===== config.mk =====
export PLATFORM = sky130hd
export DESIGN_NAME = ps2_kbd_flat
export DESIGN_NICKNAME = d
export VERILOG_FILES = /design/src/rtl/ps2_kbd_if.sv /design/src/rtl/ps2_kbd.sv /design/src/flat_wrapper.sv
export SDC_FILE = /design/constraint.sdc
export NUM_CORES = 1
export LEC_CHECK = 0
export CAP_MARGIN = 20
export CORE_MARGIN = 2
export CORE_UTILIZATION = 44
export CTS_CLUSTER_SIZE = 14
export DETAILED_ROUTE_END_ITERATION = 8
export PLACE_DENSITY_LB_ADDON = 0.08
export RECOVER_POWER = 25
export SLEW_MARGIN = 0
export SYNTH_ARGS = -nofsm -noshare
export SYNTH_HDL_FRONTEND = slang
export SYNTH_SLANG_ARGS = --single-unit

===== constraint.sdc =====
create_clock -name clock -period 5.3 [get_ports clock]
set_input_delay 0.795 -clock clock [delete_from_list [all_inputs] [get_ports clock]]
set_output_delay 0.795 -clock clock [all_outputs]
set_load 0.005 [all_outputs]

===== src/rtl/ps2_kbd_if.sv =====
// Sequencer instruction bus as seen by the keyboard peripheral.
// The sequencer (master) issues instructions; the peripheral (slave) returns
// the data register and status flags.
interface ps2_kbd_if;
  logic [11:0] inst;
  logic        inst_en;
  logic [7:0]  data;
  logic        ready;
  logic        overflow;
  logic        error;

  modport master (output inst, inst_en, input data, ready, overflow, error);
  modport slave  (input inst, inst_en, output data, ready, overflow, error);
endinterface


===== src/rtl/ps2_kbd.sv =====
// PS/2 keyboard receiver: synchronises the raw PS/2 wires, deserialises
// device-to-host frames and queues accepted scancodes in a small FIFO that
// the sequencer drains with POP and flushes with CLR.
module ps2_kbd #(
  parameter int FIFO_LOG2 = 2,
  parameter int TIMEOUT   = 100000
) (
  input  logic       clock,
  input  logic       reset,
  input  logic       ps2_clk,
  input  logic       ps2_data,
  ps2_kbd_if.slave   bus
);

  localparam int DEPTH = 1 << FIFO_LOG2;
  localparam int TW    = $clog2(TIMEOUT + 1);

  typedef enum logic [1:0] {IDLE, DATA, PARITY, STOP} rx_state_e;

  // Synchroniser and edge-detect stages
  logic ck_s1_q, ck_s2_q, ck_prev_q, dt_s1_q, dt_s2_q;
  logic ck_s1_d, ck_s2_d, ck_prev_d, dt_s1_d, dt_s2_d;

  // Receiver state
  rx_state_e      state_q, state_d;
  logic [7:0]     shift_q, shift_d;
  logic [2:0]     bit_cnt_q, bit_cnt_d;
  logic           par_q, par_d;
  logic [TW-1:0]  tmo_q, tmo_d;

  // FIFO and sequencer-visible registers
  logic [7:0]         mem_q [DEPTH];
  logic [7:0]         mem_d [DEPTH];
  logic [FIFO_LOG2:0] wr_ptr_q, wr_ptr_d, rd_ptr_q, rd_ptr_d;
  logic [7:0]         data_q, data_d;
  logic               ovf_q, ovf_d, err_q, err_d;

  logic fall, bit_in, rx_push, rx_err;
  logic empty, full, op_pop, op_clr, do_pop;
  logic unused_imm;

  assign unused_imm = ^bus.inst[7:0];

  // Two-flop synchronisers plus a delayed copy of the clock for edge detection
  always_comb begin
    ck_s1_d   = ps2_clk;
    ck_s2_d   = ck_s1_q;
    ck_prev_d = ck_s2_q;
    dt_s1_d   = ps2_data;
    dt_s2_d   = dt_s1_q;
  end

  assign fall   = ck_prev_q & ~ck_s2_q;
  assign bit_in = dt_s2_q;

  // Frame receiver: start / 8 data bits LSB first / odd parity / stop
  always_comb begin
    state_d   = state_q;
    shift_d   = shift_q;
    bit_cnt_d = bit_cnt_q;
    par_d     = par_q;
    tmo_d     = '0;
    rx_push   = 1'b0;
    rx_err    = 1'b0;
    if (state_q != IDLE && !fall) begin
      if (tmo_q == TW'(TIMEOUT - 1)) begin
        state_d = IDLE;
        rx_err  = 1'b1;
      end else begin
        tmo_d = tmo_q + 1'b1;
      end
    end
    if (fall) begin
      case (state_q)
        IDLE: begin
          if (!bit_in) begin
            state_d   = DATA;
            bit_cnt_d = '0;
          end else begin
            rx_err = 1'b1;
          end
        end
        DATA: begin
          shift_d   = {bit_in, shift_q[7:1]};
          bit_cnt_d = bit_cnt_q + 3'd1;
          if (bit_cnt_q == 3'd7) state_d = PARITY;
        end
        PARITY: begin
          par_d   = bit_in;
          state_d = STOP;
        end
        STOP: begin
          if (bit_in && (^{shift_q, par_q})) rx_push = 1'b1;
          else                               rx_err  = 1'b1;
          state_d = IDLE;
        end
        default: state_d = IDLE;
      endcase
    end
  end

  assign empty  = (wr_ptr_q == rd_ptr_q);
  assign full   = (wr_ptr_q[FIFO_LOG2-1:0] == rd_ptr_q[FIFO_LOG2-1:0]) &&
                  (wr_ptr_q[FIFO_LOG2] != rd_ptr_q[FIFO_LOG2]);
  assign op_pop = bus.inst_en && (bus.inst[11:8] == 4'h1);
  assign op_clr = bus.inst_en && (bus.inst[11:8] == 4'h2);
  assign do_pop = op_pop && !empty;

  // FIFO update; a same-cycle pop frees the slot the push needs, and CLR
  // overrides both the push and any receiver error raised this cycle
  always_comb begin
    mem_d    = mem_q;
    wr_ptr_d = wr_ptr_q;
    rd_ptr_d = rd_ptr_q;
    data_d   = data_q;
    ovf_d    = ovf_q;
    err_d    = err_q;
    if (op_clr) begin
      wr_ptr_d = '0;
      rd_ptr_d = '0;
      data_d   = '0;
      ovf_d    = 1'b0;
      err_d    = 1'b0;
    end else begin
      if (do_pop) begin
        data_d   = mem_q[rd_ptr_q[FIFO_LOG2-1:0]];
        rd_ptr_d = rd_ptr_q + 1'b1;
      end
      if (rx_push) begin
        if (!full || do_pop) begin
          mem_d[wr_ptr_q[FIFO_LOG2-1:0]] = shift_q;
          wr_ptr_d = wr_ptr_q + 1'b1;
        end else begin
          ovf_d = 1'b1;
        end
      end
      if (rx_err) err_d = 1'b1;
    end
  end

  // State registers
  always_ff @(posedge clock or negedge reset) begin
    if (!reset) begin
      ck_s1_q   <= 1'b1;
      ck_s2_q   <= 1'b1;
      ck_prev_q <= 1'b1;
      dt_s1_q   <= 1'b1;
      dt_s2_q   <= 1'b1;
      state_q   <= IDLE;
      shift_q   <= '0;
      bit_cnt_q <= '0;
      par_q     <= 1'b0;
      tmo_q     <= '0;
      mem_q     <= '{default: '0};
      wr_ptr_q  <= '0;
      rd_ptr_q  <= '0;
      data_q    <= '0;
      ovf_q     <= 1'b0;
      err_q     <= 1'b0;
    end else begin
      ck_s1_q   <= ck_s1_d;
      ck_s2_q   <= ck_s2_d;
      ck_prev_q <= ck_prev_d;
      dt_s1_q   <= dt_s1_d;
      dt_s2_q   <= dt_s2_d;
      state_q   <= state_d;
      shift_q   <= shift_d;
      bit_cnt_q <= bit_cnt_d;
      par_q     <= par_d;
      tmo_q     <= tmo_d;
      mem_q     <= mem_d;
      wr_ptr_q  <= wr_ptr_d;
      rd_ptr_q  <= rd_ptr_d;
      data_q    <= data_d;
      ovf_q     <= ovf_d;
      err_q     <= err_d;
    end
  end

  assign bus.data     = data_q;
  assign bus.ready    = ~empty;
  assign bus.overflow = ovf_q;
  assign bus.error    = err_q;

endmodule

===== src/flat_wrapper.sv =====
// flat-port wrapper written by rule: the top's interface ports become plain ports
module ps2_kbd_flat 
#(
  parameter int FIFO_LOG2 = 2,
  parameter int TIMEOUT   = 100000
)
  (clock, reset, ps2_clk, ps2_data, bus_inst, bus_inst_en, bus_data, bus_ready, bus_overflow, bus_error);
  ps2_kbd_if bus_i ();
  input  logic clock;
  input  logic reset;
  input  logic ps2_clk;
  input  logic ps2_data;
  input wire logic [$bits(bus_i.inst)-1:0] bus_inst;
  input wire logic [$bits(bus_i.inst_en)-1:0] bus_inst_en;
  output wire logic [$bits(bus_i.data)-1:0] bus_data;
  output wire logic [$bits(bus_i.ready)-1:0] bus_ready;
  output wire logic [$bits(bus_i.overflow)-1:0] bus_overflow;
  output wire logic [$bits(bus_i.error)-1:0] bus_error;
  assign bus_i.inst = bus_inst;
  assign bus_i.inst_en = bus_inst_en;
  assign bus_data = bus_i.data;
  assign bus_ready = bus_i.ready;
  assign bus_overflow = bus_i.overflow;
  assign bus_error = bus_i.error;
  ps2_kbd #(.FIFO_LOG2(FIFO_LOG2), .TIMEOUT(TIMEOUT)) u_core (.clock(clock), .reset(reset), .ps2_clk(ps2_clk), .ps2_data(ps2_data), .bus(bus_i));
endmodule

==> summary.txt <==
Power and ir drop
  – Leakage power total: 2.02 nW
  – Cell Pwr Density: 405 nW/um^2
  – Switching pwr: 647 uW
  – Total internal power: 1.17 mW
  – Clock share of power: 24.3%
  – Max rail drop VDD: 0.275 mV
  – Total Power: 1.81 mW
  – Net Sw Frac: 35.7%
  – Reg power frac: 45.6%
  – Combinational power share: 30.1%

Clock network
  – Clock root cell: clkbuf_8
  – Clock transition at path regs: 80 ps
  – H-tree levels: 3
  – Hold_buf cts: 0
  – CTS tree: yes
  – Clock Latency Late Sink: 350 ps
  – Setup Fix Bufs, Post-CTS: 0
  – Total CTS buffers: 9
  – CTS-repair resized insts: 0
  – Clk sinks: 84
  – CTS max path bufs: 2

Cells and area
  – Final Instance Count excl. Fillers: 458
  – Area Growth Syn to Fin: 12.2%
  – Nets@finish: 375
  – Area occupied by multi-input gates: 1830 um^2
  – Cell area after layout: 4480 um^2
  – Fillers: 809
  – Register area: 2110 um^2
  – Layout cells sized above 1: 23.1%
  – Diode count: 0

Synth
  – Ys async rst share: 100%
  – Mapped cell area: 4000 um^2
  – Synth area leaders: dfrtp_1, mux2_2, mux4_2
  – List of most frequent post-synthesis cells: dfrtp_1, mux2_2, nand2_1, nor2_1, o21ai_0
  – Register bit count reported by yosys: 84
  – Commonest register cell after synthesis: dfrtp_1
  – Synth cell types: 41
  – Top-count cell post-synth: dfrtp_1
  – Share of the synthesized area in the top cell type: 49.5%
  – Largest area contributor in the netlist: dfrtp_1
  – Syn_area_per_cell: 12.3 um^2
  – Cells after Synth: 324
  – Seq/Total Area, Yosys: 52.8%
  – Number of synthesized flops with an enable pin: 0
  – Yosys warnings: 0
  – Syn_nets: 353

Global route
  – All-Layer GR Usage: 16.5%
  – Gr ovfl total: 0
  – Largest net degree at the start of global routing: 44
  – Initial antenna violation count: 0
  – Vias in the first global route: 2467
  – First-pass GRT wire length: 12600 um

Die
  – Die height: 99.3 um
  – # rows: 34
  – Die width: 99.3 um
  – Number of top-level pins: 28
  – Area of the die: 9860 um^2
  – Core Area: 8760 um^2
  – Initial core utilization: 45.6%

Drt
  – Final ANT Viol Nets: 0
  – Mean routed wirelength per cell: 16.2 um
  – Drt initial violations: 58
  – Avg Vias per Cell: 5.44
  – Vias: 2491
  – DRC: 0
  – DRT Pass-1 Iters: 4
  – Final wirelength: 7410 um

STA
  – Post-layout minimum cycle time: 2850 ps
  – F_max: 351 MHz
  – Slew @ Worst Pin: 2250 ps
  – Clock skew: 10.4 ps
  – RSZ-0062 raised after global routing: no
  – Relative slew margins: -49.7%
  – Final Slew Violations: 43
  – Worst setup margin: 2450 ps
  – Final setup viols: 0
  – Total negative slack: 0 ps
  – Final hold violation count: 0
  – Fin crit share: 53.8%

Critical path
  – Worst setup EP type: primary output
  – Cell Chain, Critical Path: xnor2_1, nand3_1, clkdlybuf4s50_1
  – Critical path startpoint category: flip-flop
  – CP max FO: 12
  – Worst Path Arrival: 2060 ps
  – Req. time, crit path: 4510 ps
  – Top Family by Delay on Critical Path: flip-flops
  – Setup CP Type: flip-flop to primary output
  – Slowest stage delay, CP: 820 ps
  – Buf/Inv on CP: 1
  – Slowest library cell on the worst path: dfrtp_1

Place
  – Port Buffers: 19
  – Setup slack after placement: 2170 ps
  – Gpl congestion: 0.828
  – Final HPWL DP: 4910 um
  – Cells after DPL: 443
  – Post-DP Area: 4300 um^2

Min path
  – HP Class: flip-flop to flip-flop

Run status
  – Status: finished, violations left
  – Failing checks: max-capacitance violations, max-slew violations

Job
  – Max-cap viol count: 1
-- power groups by stage --
stage,Clock [mW],Sequential (mW),Combinational (mW)
after global routing,0.479,0.847,0.596
after global placement,0,0.842,0.544
after CTS,0.457,0.832,0.555
after floorplan,0,0.779,0.472
final,0.441,0.827,0.546
after detailed placement,0,0.845,0.554
-- cell families (layout without fill, tap and decap cells) --
group	count (synthesis)	in the layout	synth area share, %
AND/OR/NAND/NOR	106	106	14.1
flip-flops	84	84	52.8
multiplexers	51	51	16.5
AO/OA/AOI/OAI	28	28	4.64
XOR/XNOR	26	26	6.55
buffers and inverters	17	43	1.66
adder cells (fa/ha/maj)	12	12	3.76
-- flip-flops by register name, indices dropped and copies added (netlist names) --
| register | cells |
|---|---|
| u_core.tmo_q | 17 |
| u_core.shift_q | 8 |
| u_core.bus.error | 1 |
| u_core.bus.data | 8 |
| u_core.bit_cnt_q | 3 |
| u_core.mem_q | 32 |
| u_core.dt_s1_q | 1 |
| u_core.ck_prev_q | 1 |
| u_core.state_q | 2 |
| u_core.rd_ptr_q | 3 |
| u_core.par_q | 1 |
| u_core.bus.overflow | 1 |
| u_core.ck_s1_q | 1 |
| u_core.ck_prev_d | 1 |
| u_core.wr_ptr_q | 3 |
| u_core.bit_in | 1 |
-- cell usage in the layout, fill, tap and decap left out, types with 3 or more instances in the layout --
cell	instances
a32o_1	3
and2_1	3
and3_1	6
buf_4	3
clkbuf_8	9
clkdlybuf4s50_1	18
clkinv_2	3
dfrtp_1	79
dfstp_2	4
ha_1	12
inv_1	6
mux2_2	40
mux2i_1	3
mux4_2	8
nand2_1	37
nand3_1	10
nand4_4	4
nor2_1	26
nor3_1	7
o21ai_0	15
xnor2_1	13
xor2_1	11
-- stage by stage --
stage	util (%)	hold WS, ps
floorplan	-	345
global placement	49.1	346
detailed placement	49.1	347
CTS	51.2	359
global route	51.1	368
finish	51.1	361
-- cell type report --
| cell class | instances | share of cell area (%) |
|---|---|---|
| tap | 108 | 3.02 |
| clock inverter | 5 | 1.20 |
| multi-input combinational | 223 | 40.8 |
| timing repair buffer | 22 | 4.61 |
| inverter | 6 | 0.503 |
| sequential | 84 | 47.1 |
| clock buffer | 10 | 2.85 |
-- worst paths after layout --
kind / from / end / slack (ps) / cells past startpoint
min in group asynchronous: reset / u_core.bit_cnt_q[2] / 1090 / 1
worst max-delay path: u_core.rd_ptr_q[0] / bus_ready / 2450 / 3
worst min register to register: u_core.dt_s1_q / u_core.bit_in / 360 / 0
worst min-delay path: u_core.dt_s1_q / u_core.bit_in / 360 / 0
max in group asynchronous: reset / u_core.mem_q[25] / 2660 / 2
worst max register to register: u_core.rd_ptr_q[0] / u_core.mem_q[17] / 2730 / 5
-- routing by layer --
metal	GRT usage [%]	share of wire, %	vias up
li1	-	-	1187
met2	25.2	46	34
met5	0	0	-
met3	2.81	3.1	12
met4	7.27	1.9	0
met1	23.2	49	1258
(Power assumes the default switching activity.)
